`src/rtl/lcd_hex_writer.sv`:
```
// HD44780-style LCD writer: one-time init, then per request an address command and DIGITS hex characters.
// Each byte occupies a timed slot with an EN pulse inside it; start is honoured only while ready=1.
module lcd_hex_writer #(
  parameter int DIGITS  = 4,
  parameter int T_PWRUP = 750000,
  parameter int T_CHAR  = 2500,
  parameter int T_CLEAR = 100000,
  parameter int EN_RISE = 20,
  parameter int EN_FALL = 1000
) (
  input  logic                  clk,
  input  logic                  reset,
  input  logic                  start,
  input  logic [4*DIGITS-1:0]   data_in,
  input  logic                  line,
  input  logic [3:0]            col,
  input  logic                  blank_lz,
  input  logic                  clear_req,
  output logic [7:0]            LCD_DATA,
  output logic                  LCD_RS,
  output logic                  LCD_EN,
  output logic                  LCD_RW,
  output logic                  LCD_ON,
  output logic                  LCD_BLON,
  output logic                  ready,
  output logic                  done
);

  localparam int TMAX0 = (T_PWRUP > T_CLEAR) ? T_PWRUP : T_CLEAR;
  localparam int TMAX  = (TMAX0 > T_CHAR) ? TMAX0 : T_CHAR;
  localparam int CW    = $clog2(TMAX + 1);

  localparam logic [CW-1:0] PWR_LAST = CW'(T_PWRUP - 1);
  localparam logic [CW-1:0] CHR_LAST = CW'(T_CHAR - 1);
  localparam logic [CW-1:0] CLR_LAST = CW'(T_CLEAR - 1);
  localparam logic [CW-1:0] RISE     = CW'(EN_RISE);
  localparam logic [CW-1:0] FALL     = CW'(EN_FALL);
  localparam logic [3:0]    LAST_IDX = 4'(DIGITS - 1);

  typedef enum logic [3:0] {
    S_PWRUP, S_FUNC, S_DISP, S_CLR, S_ENTRY,
    S_IDLE, S_OPT_CLR, S_ADDR, S_CHAR, S_DONE
  } state_t;

  state_t              state_q, state_d;
  logic [CW-1:0]       cnt_q, cnt_d;
  logic                en_q, en_d;
  logic [4*DIGITS-1:0] shreg_q, shreg_d;
  logic [3:0]          idx_q, idx_d;
  logic                nz_q, nz_d;
  logic                line_q, line_d;
  logic [3:0]          col_q, col_d;
  logic                blank_q, blank_d;

  logic [3:0]    nib;
  logic          last_digit;
  logic [7:0]    char_byte;
  logic [7:0]    bus_byte;
  logic          rs_bit;
  logic          timed;
  logic [CW-1:0] slot_last;
  logic          slot_end;

  function automatic logic is_send(input state_t s);
    return (s == S_FUNC) || (s == S_DISP) || (s == S_CLR) || (s == S_ENTRY) ||
           (s == S_OPT_CLR) || (s == S_ADDR) || (s == S_CHAR);
  endfunction

  // Byte on the bus depends only on registered state, so it is stable for a whole slot.
  always_comb begin
    nib        = shreg_q[4*DIGITS-1 -: 4];
    last_digit = (idx_q == LAST_IDX);
    if (blank_q && !nz_q && (nib == 4'h0) && !last_digit)
      char_byte = 8'h20;
    else if (nib < 4'd10)
      char_byte = 8'h30 + {4'h0, nib};
    else
      char_byte = 8'h37 + {4'h0, nib};

    bus_byte  = 8'h00;
    rs_bit    = 1'b0;
    slot_last = CHR_LAST;
    case (state_q)
      S_PWRUP:   slot_last = PWR_LAST;
      S_FUNC:    bus_byte  = 8'h38;
      S_DISP:    bus_byte  = 8'h0C;
      S_CLR:     begin bus_byte = 8'h01; slot_last = CLR_LAST; end
      S_ENTRY:   bus_byte  = 8'h06;
      S_OPT_CLR: begin bus_byte = 8'h01; slot_last = CLR_LAST; end
      S_ADDR:    bus_byte  = {1'b1, line_q, 2'b00, col_q};
      S_CHAR:    begin bus_byte = char_byte; rs_bit = 1'b1; end
      default:   ;
    endcase
    timed    = (state_q == S_PWRUP) || is_send(state_q);
    slot_end = timed && (cnt_q == slot_last);
  end

  always_comb begin
    state_d = state_q;
    cnt_d   = '0;
    shreg_d = shreg_q;
    idx_d   = idx_q;
    nz_d    = nz_q;
    line_d  = line_q;
    col_d   = col_q;
    blank_d = blank_q;

    if (timed && !slot_end)
      cnt_d = cnt_q + 1'b1;

    case (state_q)
      S_PWRUP:   if (slot_end) state_d = S_FUNC;
      S_FUNC:    if (slot_end) state_d = S_DISP;
      S_DISP:    if (slot_end) state_d = S_CLR;
      S_CLR:     if (slot_end) state_d = S_ENTRY;
      S_ENTRY:   if (slot_end) state_d = S_IDLE;
      S_IDLE: begin
        if (start) begin
          shreg_d = data_in;
          line_d  = line;
          col_d   = col;
          blank_d = blank_lz;
          idx_d   = 4'd0;
          nz_d    = 1'b0;
          state_d = clear_req ? S_OPT_CLR : S_ADDR;
        end
      end
      S_OPT_CLR: if (slot_end) state_d = S_ADDR;
      S_ADDR:    if (slot_end) state_d = S_CHAR;
      S_CHAR: begin
        if (slot_end) begin
          shreg_d = shreg_q << 4;
          idx_d   = idx_q + 4'd1;
          nz_d    = nz_q | (nib != 4'h0);
          if (last_digit) state_d = S_DONE;
        end
      end
      S_DONE:    state_d = S_IDLE;
      default:   state_d = S_PWRUP;
    endcase

    // EN is registered from the next counter value so it lines up with cnt_q and cannot glitch.
    en_d = is_send(state_d) && (cnt_d >= RISE) && (cnt_d < FALL);
  end

  always_ff @(posedge clk) begin
    if (reset) begin
      state_q <= S_PWRUP;
      cnt_q   <= '0;
      en_q    <= 1'b0;
      shreg_q <= '0;
      idx_q   <= 4'd0;
      nz_q    <= 1'b0;
      line_q  <= 1'b0;
      col_q   <= 4'd0;
      blank_q <= 1'b0;
    end else begin
      state_q <= state_d;
      cnt_q   <= cnt_d;
      en_q    <= en_d;
      shreg_q <= shreg_d;
      idx_q   <= idx_d;
      nz_q    <= nz_d;
      line_q  <= line_d;
      col_q   <= col_d;
      blank_q <= blank_d;
    end
  end

  assign LCD_DATA = bus_byte;
  assign LCD_RS   = rs_bit;
  assign LCD_EN   = en_q;
  assign LCD_RW   = 1'b0;
  assign LCD_ON   = 1'b1;
  assign LCD_BLON = 1'b1;
  assign ready    = (state_q == S_IDLE);
  assign done     = (state_q == S_DONE);

endmodule

```
`config.mk`:
```
export PLATFORM = sky130hd
export DESIGN_NAME = lcd_hex_writer
export DESIGN_NICKNAME = d
export VERILOG_FILES = /design/src/rtl/lcd_hex_writer.sv
export SDC_FILE = /design/constraint.sdc
export NUM_CORES = 1
export LEC_CHECK = 0
export BUFFER_PORTS_ARGS = -buffer_cell sky130_fd_sc_hd__buf_4
export CAP_MARGIN = 15
export CORE_MARGIN = 1.5
export CORE_UTILIZATION = 50
export DETAILED_ROUTE_END_ITERATION = 16
export PLACE_DENSITY = 0.71
export SETUP_SLACK_MARGIN = 0.5
export SKIP_CTS_REPAIR_TIMING = 1
export SYNTH_ARGS = -nofsm -noshare
export SYNTH_HDL_FRONTEND = slang
export SYNTH_SLANG_ARGS = --single-unit
```
`constraint.sdc`:
```
create_clock -name clk -period 3.54 [get_ports clk]
set_clock_uncertainty 0.1 [all_clocks]
set_input_delay 1.062 -clock clk [delete_from_list [all_inputs] [get_ports clk]]
set_output_delay 1.062 -clock clk [all_outputs]
set_load 0.01 [all_outputs]
```
==> metrics.md <==
| Metric | Value |
|---|---|
| Placed cell areas | `approximately 0.0033 mm2` |
| CP required | `2380 ps` |
| Worst-path clk slew | `roughly 100 ps` |
| Core area | `0.00589 mm2` |
| Via count | `a little under 3,000` |
| Antenna-violating nets left | `0` |
| CTS tree | `done` |
| Drt wl/cell | `approximately 14 um` |
| Cell area after synthesis | `a little over 0.003 mm2` |
| Post-Synth XOR/XNOR Area | `6.61%` |
| Top delay family on crit path | `simple AND/OR/NAND/NOR gates` |
| Routed met2 length | `approximately 3300 um` |
| Yosys top cell by area | `dfxtp_1` |
| # IOs | `41` |
| Met3 wire length | `approximately 330 um` |
| First-pass DRT Iterations | `5` |
| Highest metal used | `met4` |
| Cell Pwr Density | `around 280 mW/mm2` |
| Path type of the worst min-delay path | `reg2reg` |
| Synth warn | `0` |
| #FFs+latches synth | `52` |
| Clock sinks | `52` |
| Slew Viols, Final | `0` |
| Crit-path max FO | `5` |
| Fin util | `just under 60%` |
| CP arrival | `approximately 2000 ps` |
| Nets@finish | `about 450` |
| Post-Route WL | `~7200 um` |
| Top-area cell type share of the netlist area | `about a third` |
| Routability cong. | `approximately 0.84` |
| Area Overhead vs Synth | `15.3%` |
| Critical path class | `reg2out` |
| Die area | `between 0.006 and 0.007 mm2` |
| Site Rows | `28` |
| GRT Total Usage | `between 20% and 30%` |
| Share of cells above drive strength 1 | `about a fifth` |
| Vias per cell | `5.88` |
| Worst setup EP type | `primary output` |
| Vias in the first global route | `between 2,000 and 3,000` |
| Global-route wire length before repair | `between 10,000 and 15,000 um` |
| Peak supply drop | `roughly 210 uV` |
| Dpl ws | `approximately 530 ps` |
| Worst slew pin tran | `785 ps` |
| CP max stage cell | `or4bb_4` |
| Post-synth EDFFs | `0` |
| Clock buffer depth | `2` |
| Max_cap viols | `0` |
| Die H | `between 80 and 90 um` |
| Ant. Diodes | `0` |
| Largest family of logic cells by synthesized area | `simple AND/OR/NAND/NOR gates` |
| Starting DRC count in detailed routing | `170` |
| Mux cell area share after synthesis | `0.329%` |
| Final Cycle Share | `89.3%` |
| Worst path max stage delay | `approximately 470 ps` |
| Post-layout instance area | `0.00351 mm2` |
| CP Launch Type | `flop` |
| Number of port buffers | `37` |
| Outcome | `finished, final reports clean` |
| Width of the die | `around 81 um` |
| Post-synthesis simple-gate area fraction | `around 30%` |
| Root Buffer | `clkbuf_8` |
| Synth Area in Compound Gates | `approximately 20%` |
| Min Tclk post-route | `approximately 3200 ps` |
| Initial antenna violation count | `0` |
| RSZ-0062 raised after global routing | `yes` |
| Sequential fraction of the synthesis area | `approximately a third` |
| Top cells by area, synth | `dfxtp_1 (34%), nand2_1 (7.8%), nor2_1 (6.0%)` |
| Setup Viol. Count Final | `0` |
| Remaining global-route overflow | `0` |
| CTS buffer count | `5` |
| Mean Syn Cell Area | `approximately 7.6 um2` |
| Fin Setup TNS | `0 ps` |
| Routed length on met1 | `approximately 3500 um` |
| Most used flip-flop cell after synthesis | `dfxtp_1` |
| Largest net degree at the start of global routing | `33` |
| CP bufs+invs | `2` |
| Final WS setup | `377 ps` |
| Final hold vios | `0` |
| CTS H-tree depth | `2` |
| Relative slew slack | `a little under half` |
| DRC violations left | `0` |
| Pleak | `1.28 nW` |
| FMAX | `approximately 0.32 GHz` |
| Detailed Place HPWL | `5060 um` |
| Starting Density | `approximately half` |
| Cell Chain, Critical Path | `ha_2 -> inv_2 -> or3_4 -> or4bb_4 -> nand2_4 -> nor2_2 -> a221o_1 -> buf_6` |
| Ys async rst share | `0%` |
| Skew-Pair Late Insertion Delay | `between 300 and 400 ps` |
| Mapped Cells | `about 400` |
| Post-synthesis adder-cell area fraction | `between 1.5 and 2%` |
| Number of library cell types mapped by synthesis | `57` |
[registers in the layout, indices dropped and copies added, names as in the netlist]
register	count
shreg_q	16
idx_q	4
nz_q	1
LCD_EN	1
line_q	1
cnt_q	20
blank_q	1
col_q	4
state_q	4
[through the flow]
step	hold WS [ps]	total power, mW	cells
global placement	339	0.649	488
CTS	367	0.996	496
finish	365	0.982	499
detailed placement	353	0.649	488
global route	403	1.02	499
floorplan	326	0.625	400
[worst reg2reg max path, stage by stage (launching register included)]
cell     delay [ps]
dfxtp_1         430
or4b_2          710
a21oi_1         190
or2_2           150
nand4_1         170
o31a_1          330
and3_1          170
o41a_1          430
[power breakdown]
group          total, mW  internal [mW]  leakage, nW  switching [mW]
sequential         0.590          0.587        0.423         0.00363
combinational     0.0443         0.0232        0.811          0.0211
clock              0.347          0.141       0.0445           0.207
[per-layer routing]
| metal | global-route usage, % | vias to the layer above |
|---|---|---|
| met5 | 0 | - |
| met4 | 7.59 | 0 |
| met3 | 4.16 | 10 |
| met2 | 34.6 | 79 |
| met1 | 32.6 | 1374 |
| li1 | - | 1471 |
[layout make-up]
class                      instances  area (um2)
fill                             566        2370
multi-input combinational        305        1860
sequential                        52        1050
timing repair buffer              49         375
tap                               75        93.8
clock buffer                       5        68.8
inverter                          10        42.5
clock inverter                     3        21.3
[placed cells by master (no fill, tap or decap), drive strengths merged, types with 9 or more instances in the layout]
| cell | count |
|---|---|
| a21oi | 21 |
| a311oi | 13 |
| buf | 49 |
| dfxtp | 52 |
| inv | 10 |
| nand2 | 63 |
| nand3 | 16 |
| nor2 | 49 |
| nor4 | 12 |
| o21ai | 9 |
| xnor2 | 15 |
[final timing paths]
path                            slack (ps)  startpoint  cells after the start           to
worst max register to register         740    cnt_q[4]                      7       LCD_EN
worst max-delay path                   380    idx_q[1]                      8  LCD_DATA[0]
worst min-delay path                   360    col_q[0]                      2     col_q[0]
worst min register to register         360    col_q[0]                      2     col_q[0]
[logic make-up (layout without fill, tap and decap cells)]
group / after synthesis / after routing
flops: 52 / 52
mux: 1 / 1
simple gates: 191 / 191
other cells: 2 / 3
compound gates: 83 / 83
buf+inv: 43 / 67
xor+xnor: 23 / 23
fa+ha+maj: 4 / 4
[cell usage after synthesis (all sizes together) (9+ instances only)]
library cell	instances
clkbuf	21
nand2	63
a311oi	13
inv	9
nand3	16
nor2	49
buf	12
xnor2	15
o21ai	9
nor4	12
dfxtp	52
a21oi	21
No activity file was read; power rests on OpenSTA's default activity.
